### src/rtl/pll_seq_pkg.sv
// Shared types and helpers for the PLL reset sequencer.
// State encoding is fixed at 3 bits; cnt_width() sizes the shared phase counter.
package pll_seq_pkg;

  typedef enum logic [2:0] {
    PLL_RST   = 3'd0,
    WAIT_LOCK = 3'd1,
    STABLE    = 3'd2,
    HOLD      = 3'd3,
    RUN       = 3'd4,
    FAIL      = 3'd5
  } pll_state_e;

  // Width needed to hold the largest phase length (inclusive).
  function automatic int cnt_width(input int rst_cycles, input int timeout,
                                   input int filter, input int hold);
    int m;
    m = rst_cycles;
    if (timeout > m) m = timeout;
    if (filter > m)  m = filter;
    if (hold > m)    m = hold;
    return $clog2(m + 1);
  endfunction

endpackage

### src/rtl/pll_reset_sequencer_sync_2ff.sv
// Generic single-bit two-flop synchroniser, asynchronously cleared to 0.
module sync_2ff (
  input  logic clock,
  input  logic reset_n,
  input  logic d,
  output logic q
);

  logic stage1_q, stage1_d;
  logic stage2_q, stage2_d;

  // Next values: shift the asynchronous input through both stages.
  always_comb begin
    stage1_d = d;
    stage2_d = stage1_q;
  end

  // Synchroniser flops, cleared to 0 while reset_n is low.
  always_ff @(posedge clock or negedge reset_n) begin
    if (!reset_n) begin
      stage1_q <= 1'b0;
      stage2_q <= 1'b0;
    end else begin
      stage1_q <= stage1_d;
      stage2_q <= stage2_d;
    end
  end

  assign q = stage2_q;

endmodule

### src/rtl/pll_reset_sequencer.sv
// PLL reset sequencer: pulses PLL RESETB, waits for lock with timeout/retry,
// filters lock, then releases a stretched design reset.
// Optional macro PLL_SEQ_BYPASS_FALLBACK_EN: on FAIL, bypass the PLL and release
// reset after PLL_RST_CYCLES so the design runs from the reference clock.
module pll_reset_sequencer
  import pll_seq_pkg::*;
#(
  parameter int PLL_RST_CYCLES = 16,
  parameter int LOCK_TIMEOUT   = 65536,
  parameter int LOCK_FILTER    = 256,
  parameter int RESET_HOLD     = 1024,
  parameter int MAX_RETRIES    = 3
) (
  input  logic                             clock,
  input  logic                             reset_n,
  input  logic                             pll_lock,
  output logic                             pll_resetb,
  output logic                             pll_bypass,
  output logic                             reset,
  output logic                             locked,
  output logic                             fail,
  output logic [$clog2(MAX_RETRIES+1)-1:0] retry_count
);

  localparam int CW = cnt_width(PLL_RST_CYCLES, LOCK_TIMEOUT, LOCK_FILTER, RESET_HOLD);
  localparam int RW = $clog2(MAX_RETRIES + 1);

  localparam logic [CW-1:0] RST_LAST     = CW'(PLL_RST_CYCLES - 1);
  localparam logic [CW-1:0] TIMEOUT_LAST = CW'(LOCK_TIMEOUT - 1);
  // The WAIT_LOCK cycle that first sees lock_s high already counts as the
  // first filter cycle, so STABLE only needs LOCK_FILTER-1 more.
  localparam logic [CW-1:0] FILTER_LAST  = CW'((LOCK_FILTER >= 2) ? LOCK_FILTER - 2 : 0);
  localparam logic [CW-1:0] HOLD_LAST    = CW'(RESET_HOLD - 1);
  localparam logic [RW-1:0] RETRY_MAX    = RW'(MAX_RETRIES);
  localparam pll_state_e    LOCK_NEXT    = (LOCK_FILTER <= 1) ? HOLD : STABLE;

  logic lock_s;

  pll_state_e    state_q, state_d;
  logic [CW-1:0] cnt_q, cnt_d;
  logic [RW-1:0] retry_q, retry_d;
  logic [RW-1:0] retry_sat;
  logic          pll_resetb_q, pll_resetb_d;
  logic          reset_q, reset_d;
  logic          locked_q, locked_d;
  logic          fail_q, fail_d;

  sync_2ff u_lock_sync (
    .clock   (clock),
    .reset_n (reset_n),
    .d       (pll_lock),
    .q       (lock_s)
  );

  // Saturating increment used for every failed attempt.
  assign retry_sat = (retry_q == RETRY_MAX) ? retry_q : retry_q + 1'b1;

  // Next-state, shared counter and next-output decode.
  always_comb begin
    state_d = state_q;
    cnt_d   = cnt_q + 1'b1;
    retry_d = retry_q;
    unique case (state_q)
      PLL_RST: begin
        if (cnt_q == RST_LAST) begin
          state_d = WAIT_LOCK;
          cnt_d   = '0;
        end
      end
      WAIT_LOCK: begin
        // Lock takes priority over a coincident timeout.
        if (lock_s) begin
          state_d = LOCK_NEXT;
          cnt_d   = '0;
        end else if (cnt_q == TIMEOUT_LAST) begin
          retry_d = retry_sat;
          state_d = (retry_sat == RETRY_MAX) ? FAIL : PLL_RST;
          cnt_d   = '0;
        end
      end
      STABLE: begin
        // A dropout restarts both the filter and the lock timeout.
        if (!lock_s) begin
          state_d = WAIT_LOCK;
          cnt_d   = '0;
        end else if (cnt_q == FILTER_LAST) begin
          state_d = HOLD;
          cnt_d   = '0;
        end
      end
      HOLD: begin
        if (!lock_s) begin
          retry_d = retry_sat;
          state_d = (retry_sat == RETRY_MAX) ? FAIL : PLL_RST;
          cnt_d   = '0;
        end else if (cnt_q == HOLD_LAST) begin
          state_d = RUN;
          cnt_d   = '0;
        end
      end
      RUN: begin
        // Lock loss after a good start is not a failed attempt.
        cnt_d = cnt_q;
        if (!lock_s) begin
          state_d = PLL_RST;
          cnt_d   = '0;
        end
      end
      FAIL: begin
`ifdef PLL_SEQ_BYPASS_FALLBACK_EN
        cnt_d = (cnt_q == RST_LAST) ? cnt_q : cnt_q + 1'b1;
`else
        cnt_d = cnt_q;
`endif
      end
      default: begin
        state_d = PLL_RST;
        cnt_d   = '0;
      end
    endcase

    reset_d  = (state_d != RUN);
    locked_d = (state_d == RUN);
    fail_d   = (state_d == FAIL);
`ifdef PLL_SEQ_BYPASS_FALLBACK_EN
    pll_resetb_d = (state_d != PLL_RST);
    if (state_q == FAIL && cnt_q == RST_LAST) reset_d = 1'b0;
`else
    pll_resetb_d = (state_d != PLL_RST) && (state_d != FAIL);
`endif
  end

  // State, counters and registered outputs; async clear to the reset values.
  always_ff @(posedge clock or negedge reset_n) begin
    if (!reset_n) begin
      state_q      <= PLL_RST;
      cnt_q        <= '0;
      retry_q      <= '0;
      pll_resetb_q <= 1'b0;
      reset_q      <= 1'b1;
      locked_q     <= 1'b0;
      fail_q       <= 1'b0;
    end else begin
      state_q      <= state_d;
      cnt_q        <= cnt_d;
      retry_q      <= retry_d;
      pll_resetb_q <= pll_resetb_d;
      reset_q      <= reset_d;
      locked_q     <= locked_d;
      fail_q       <= fail_d;
    end
  end

`ifdef PLL_SEQ_BYPASS_FALLBACK_EN
  logic pll_bypass_q, pll_bypass_d;

  // Bypass the PLL once the sequencer has given up on it.
  always_comb pll_bypass_d = (state_d == FAIL);

  // Registered bypass select.
  always_ff @(posedge clock or negedge reset_n) begin
    if (!reset_n) pll_bypass_q <= 1'b0;
    else          pll_bypass_q <= pll_bypass_d;
  end

  assign pll_bypass = pll_bypass_q;
`else
  assign pll_bypass = 1'b0;
`endif

  assign pll_resetb  = pll_resetb_q;
  assign reset       = reset_q;
  assign locked      = locked_q;
  assign fail        = fail_q;
  assign retry_count = retry_q;

endmodule

### config.mk
export PLATFORM = sky130hd
export DESIGN_NAME = pll_reset_sequencer
export DESIGN_NICKNAME = d
export VERILOG_FILES = /design/src/rtl/pll_seq_pkg.sv /design/src/rtl/pll_reset_sequencer_sync_2ff.sv /design/src/rtl/pll_reset_sequencer.sv
export SDC_FILE = /design/constraint.sdc
export NUM_CORES = 1
export LEC_CHECK = 0
export ABC_AREA = 1
export CAP_MARGIN = 20
export CORE_MARGIN = 8
export CORE_UTILIZATION = 35
export CTS_CLUSTER_SIZE = 40
export DETAILED_ROUTE_END_ITERATION = 8
export GPL_ROUTABILITY_DRIVEN = 0
export PLACE_DENSITY_LB_ADDON = 0.3
export SLEW_MARGIN = 25
export SYNTH_ARGS = -nofsm -noshare
export SYNTH_HDL_FRONTEND = slang
export SYNTH_SLANG_ARGS = --single-unit
### constraint.sdc
create_clock -name clock -period 6.3 [get_ports clock]
set_input_delay 0.63 -clock clock [delete_from_list [all_inputs] [get_ports clock]]
set_output_delay 0.63 -clock clock [all_outputs]
set_load 0.005 [all_outputs]
==> impl_results.md <==
* I/O pins at 10
* WP data required at 6520 ps
* R2R Setup Slk at 3920 ps
* Register bit total from synthesis at 28
* Slew HR at 0.626
* Rows at 25
* Critical path peak fanout at 6
* Share of cells above drive strength 1 at 0.178
* CTS max path bufs at 2
* Syn_nets at 221
* Initial drt markers at 95
* Area of the multi-input gates at 836 µm²
* Clock insertion delay at the later pin of the skew report at 270 ps
* Max_cap viols at 0
* Worst setup margin at 3920 ps
* Crit Path Class: reg -> reg
* Final setup TNS at 0 ps
* Horiz. Die Dim at 85.2 µm
* CTS Sinks at 28
* Hpwl dp at 2.46 mm
* First-pass GRT wire length at 5.58 mm
* Die Y at 85.2 µm
* Worst Hold Class: reg -> reg
* LEAKAGE at 0.963 nW
* Most frequent cells in the layout: nand2_1, inv_1, dfrtp_1
* Postcts setup bufs at 0
* Power Dens Cells at 280 mW/mm²
* Psw at 192 µW
* Final Hold Vio Count at 0
* Endpoints failing setup at 0
* Vias per inst at 4.77
* Area Overhead vs Synth at 11.8%
* Die area at 0.00725 mm²
* CTS resizes at 0
* Synth Area per Inst at 7.82 µm²
* Core footprint at 0.00466 mm²
* Synthesized area at 0.00167 mm²
* Max VDD drop at 0.0903 mV
* Seq/Total Area, Yosys at 0.419
* # nets final at 233
* PortBufs at 8
* CP Capture Type: flop
* EDFF count, synth at 0
* Sw frac at 0.365
* WL per Instance at 11.2 µm
* Pre-CTS setup slack at 3920 ps
* CTS tree: done
* Initial Util at 0.359
* Power share of the sequential group at 0.444
* Cts hold-fix bufs at 0
* Logic pwr share at 0.346
* Synth Flop Type: dfrtp_1
* Via count at 1331
* H-tree depth at 1
* Worst-path clk slew at 90 ps
* Initial antenna violation count at 0
* FFs w/ async S/R, synth at 1.00
* Final Skew at 4.21 ps
* Fillcell total at 473
* Reg area at 702 µm²
* Drt pass-1 iters at 4
* Status: complete, no violations
* Min Tclk post-route at 2380 ps
* Final wirelength at 3.13 mm
* Vias in the first global route at 1280
* Clock root buffer master: clkbuf_8
* Design area at 0.00187 mm²
* Final period utilization at 0.378
* RSZ-0062 raised after global routing: no
* Mapped Cells at 214
* Startpoint types: flop
* Commonest non-fill, non-tap cell in the layout: nand2_1
* Residual DRC at 0
* Pwr Total at 525 µW
* Internal power at 333 µW
* GRT Resource Usage Total at 0.0940
* Gr ovfl total at 0
* Pin slew with the least headroom to its limit at 561 ps
* Final Max Slew Viols at 0
* Clk pwr share at 0.210
* Arr. time, crit path at 2600 ps
* Antenna diodes at 0
* CTS Buf Count at 3
* Max frequency at 419 MHz
* Post-place instance area at 0.00182 mm²
* Synth unique cells at 33
* Synth Warn # at 0
* Largest net degree at the start of global routing at 29
* Antenna-violating nets left at 0
cell type report:
class,count,area share
well taps,54,0.0361
clock buffers,4,0.0294
repair buffers,9,0.0468
multi-input cells,151,0.447
flip-flops and latches,28,0.375
inverters,33,0.0662
stage by stage:
| step | std cells | util | hold slack [ps] |
|---|---|---|---|
| floorplan | 214 | - | 331 |
| global placement | 275 | 0.390 | 334 |
| detailed placement | 275 | 0.390 | 335 |
| CTS | 279 | 0.402 | 358 |
| global route | 279 | 0.402 | 369 |
| finish | 279 | 0.402 | 357 |
worst max-delay path: stages (launching register included):
cell and delay, ps:
dfrtp_1 400, ha_1 200, nand2_2 110, nor2_8 170
nand2_1 100, nor4_1 290, ha_1 260, inv_1 60
nor2_1 100, nor3_1 80, nor2_1 140, nand2_1 70
nor2_1 110, nand2_2 80, nand2_1 80, nand2_1 50
inv_1 50
power groups by stage:
stage	clock (mW)	sequential (mW)	combinational (mW)
2_1_floorplan	0	0.231	0.141
5_1_grt	0.122	0.237	0.209
3_5_place_dp	0	0.237	0.185
4_1_cts	0.116	0.233	0.186
6_report	0.110	0.233	0.182
3_3_place_gp	0	0.237	0.188
flip-flops by register name (all words and copies together) (netlist names):
| name | cells |
|---|---|
| retry_count | 2 |
| u_lock_sync.q | 1 |
| cnt_q | 17 |
| pll_resetb | 1 |
| locked | 1 |
| u_lock_sync.stage1_q | 1 |
| fail | 1 |
| state_q | 3 |
| reset | 1 |
per-layer routing:
layer  track usage  up-vias  share of wire
li1              -      693              -
met1         0.116      614           0.48
met2         0.156       20           0.47
met3        0.0145        4          0.032
met4        0.0453        0          0.017
met5             0        -              0
synthesized netlist by cell type, types with 4 or more instances:
cell / n / share of area
nor3_1: 6 / 0.018
o21ai_0: 8 / 0.024
nand3_1: 11 / 0.033
nand2_2: 5 / 0.019
nor2_1: 23 / 0.052
nand2_1: 45 / 0.10
a21oi_1: 5 / 0.015
dfrtp_1: 27 / 0.40
inv_2: 5 / 0.011
ha_1: 4 / 0.030
inv_1: 28 / 0.063
nor2_2: 15 / 0.056
logic make-up (layout without fill, tap and decap cells):
logic type	count (synthesis)	count (layout)	share of synthesized area
DFF	28	28	0.419
AOI/OAI and AO/OA	25	25	0.0874
other	1	1	0.00224
xor gates and xnor gates	4	4	0.0209
and+or+nand+nor	117	117	0.359
adders and majority gates	4	4	0.0299
buffers and inverters	35	46	0.0815
worst paths after layout:
path,from,end,cells past startpoint
hold reg to reg,u_lock_sync.stage1_q,u_lock_sync.q,0
setup / recovery,cnt_q[1],pll_resetb,16
min in group asynchronous,reset_n,cnt_q[12],2
max in group asynchronous,reset_n,reset,2
hold / removal,u_lock_sync.stage1_q,u_lock_sync.q,0
setup reg to reg,cnt_q[1],pll_resetb,16
Power figures use the tool's default switching activity.
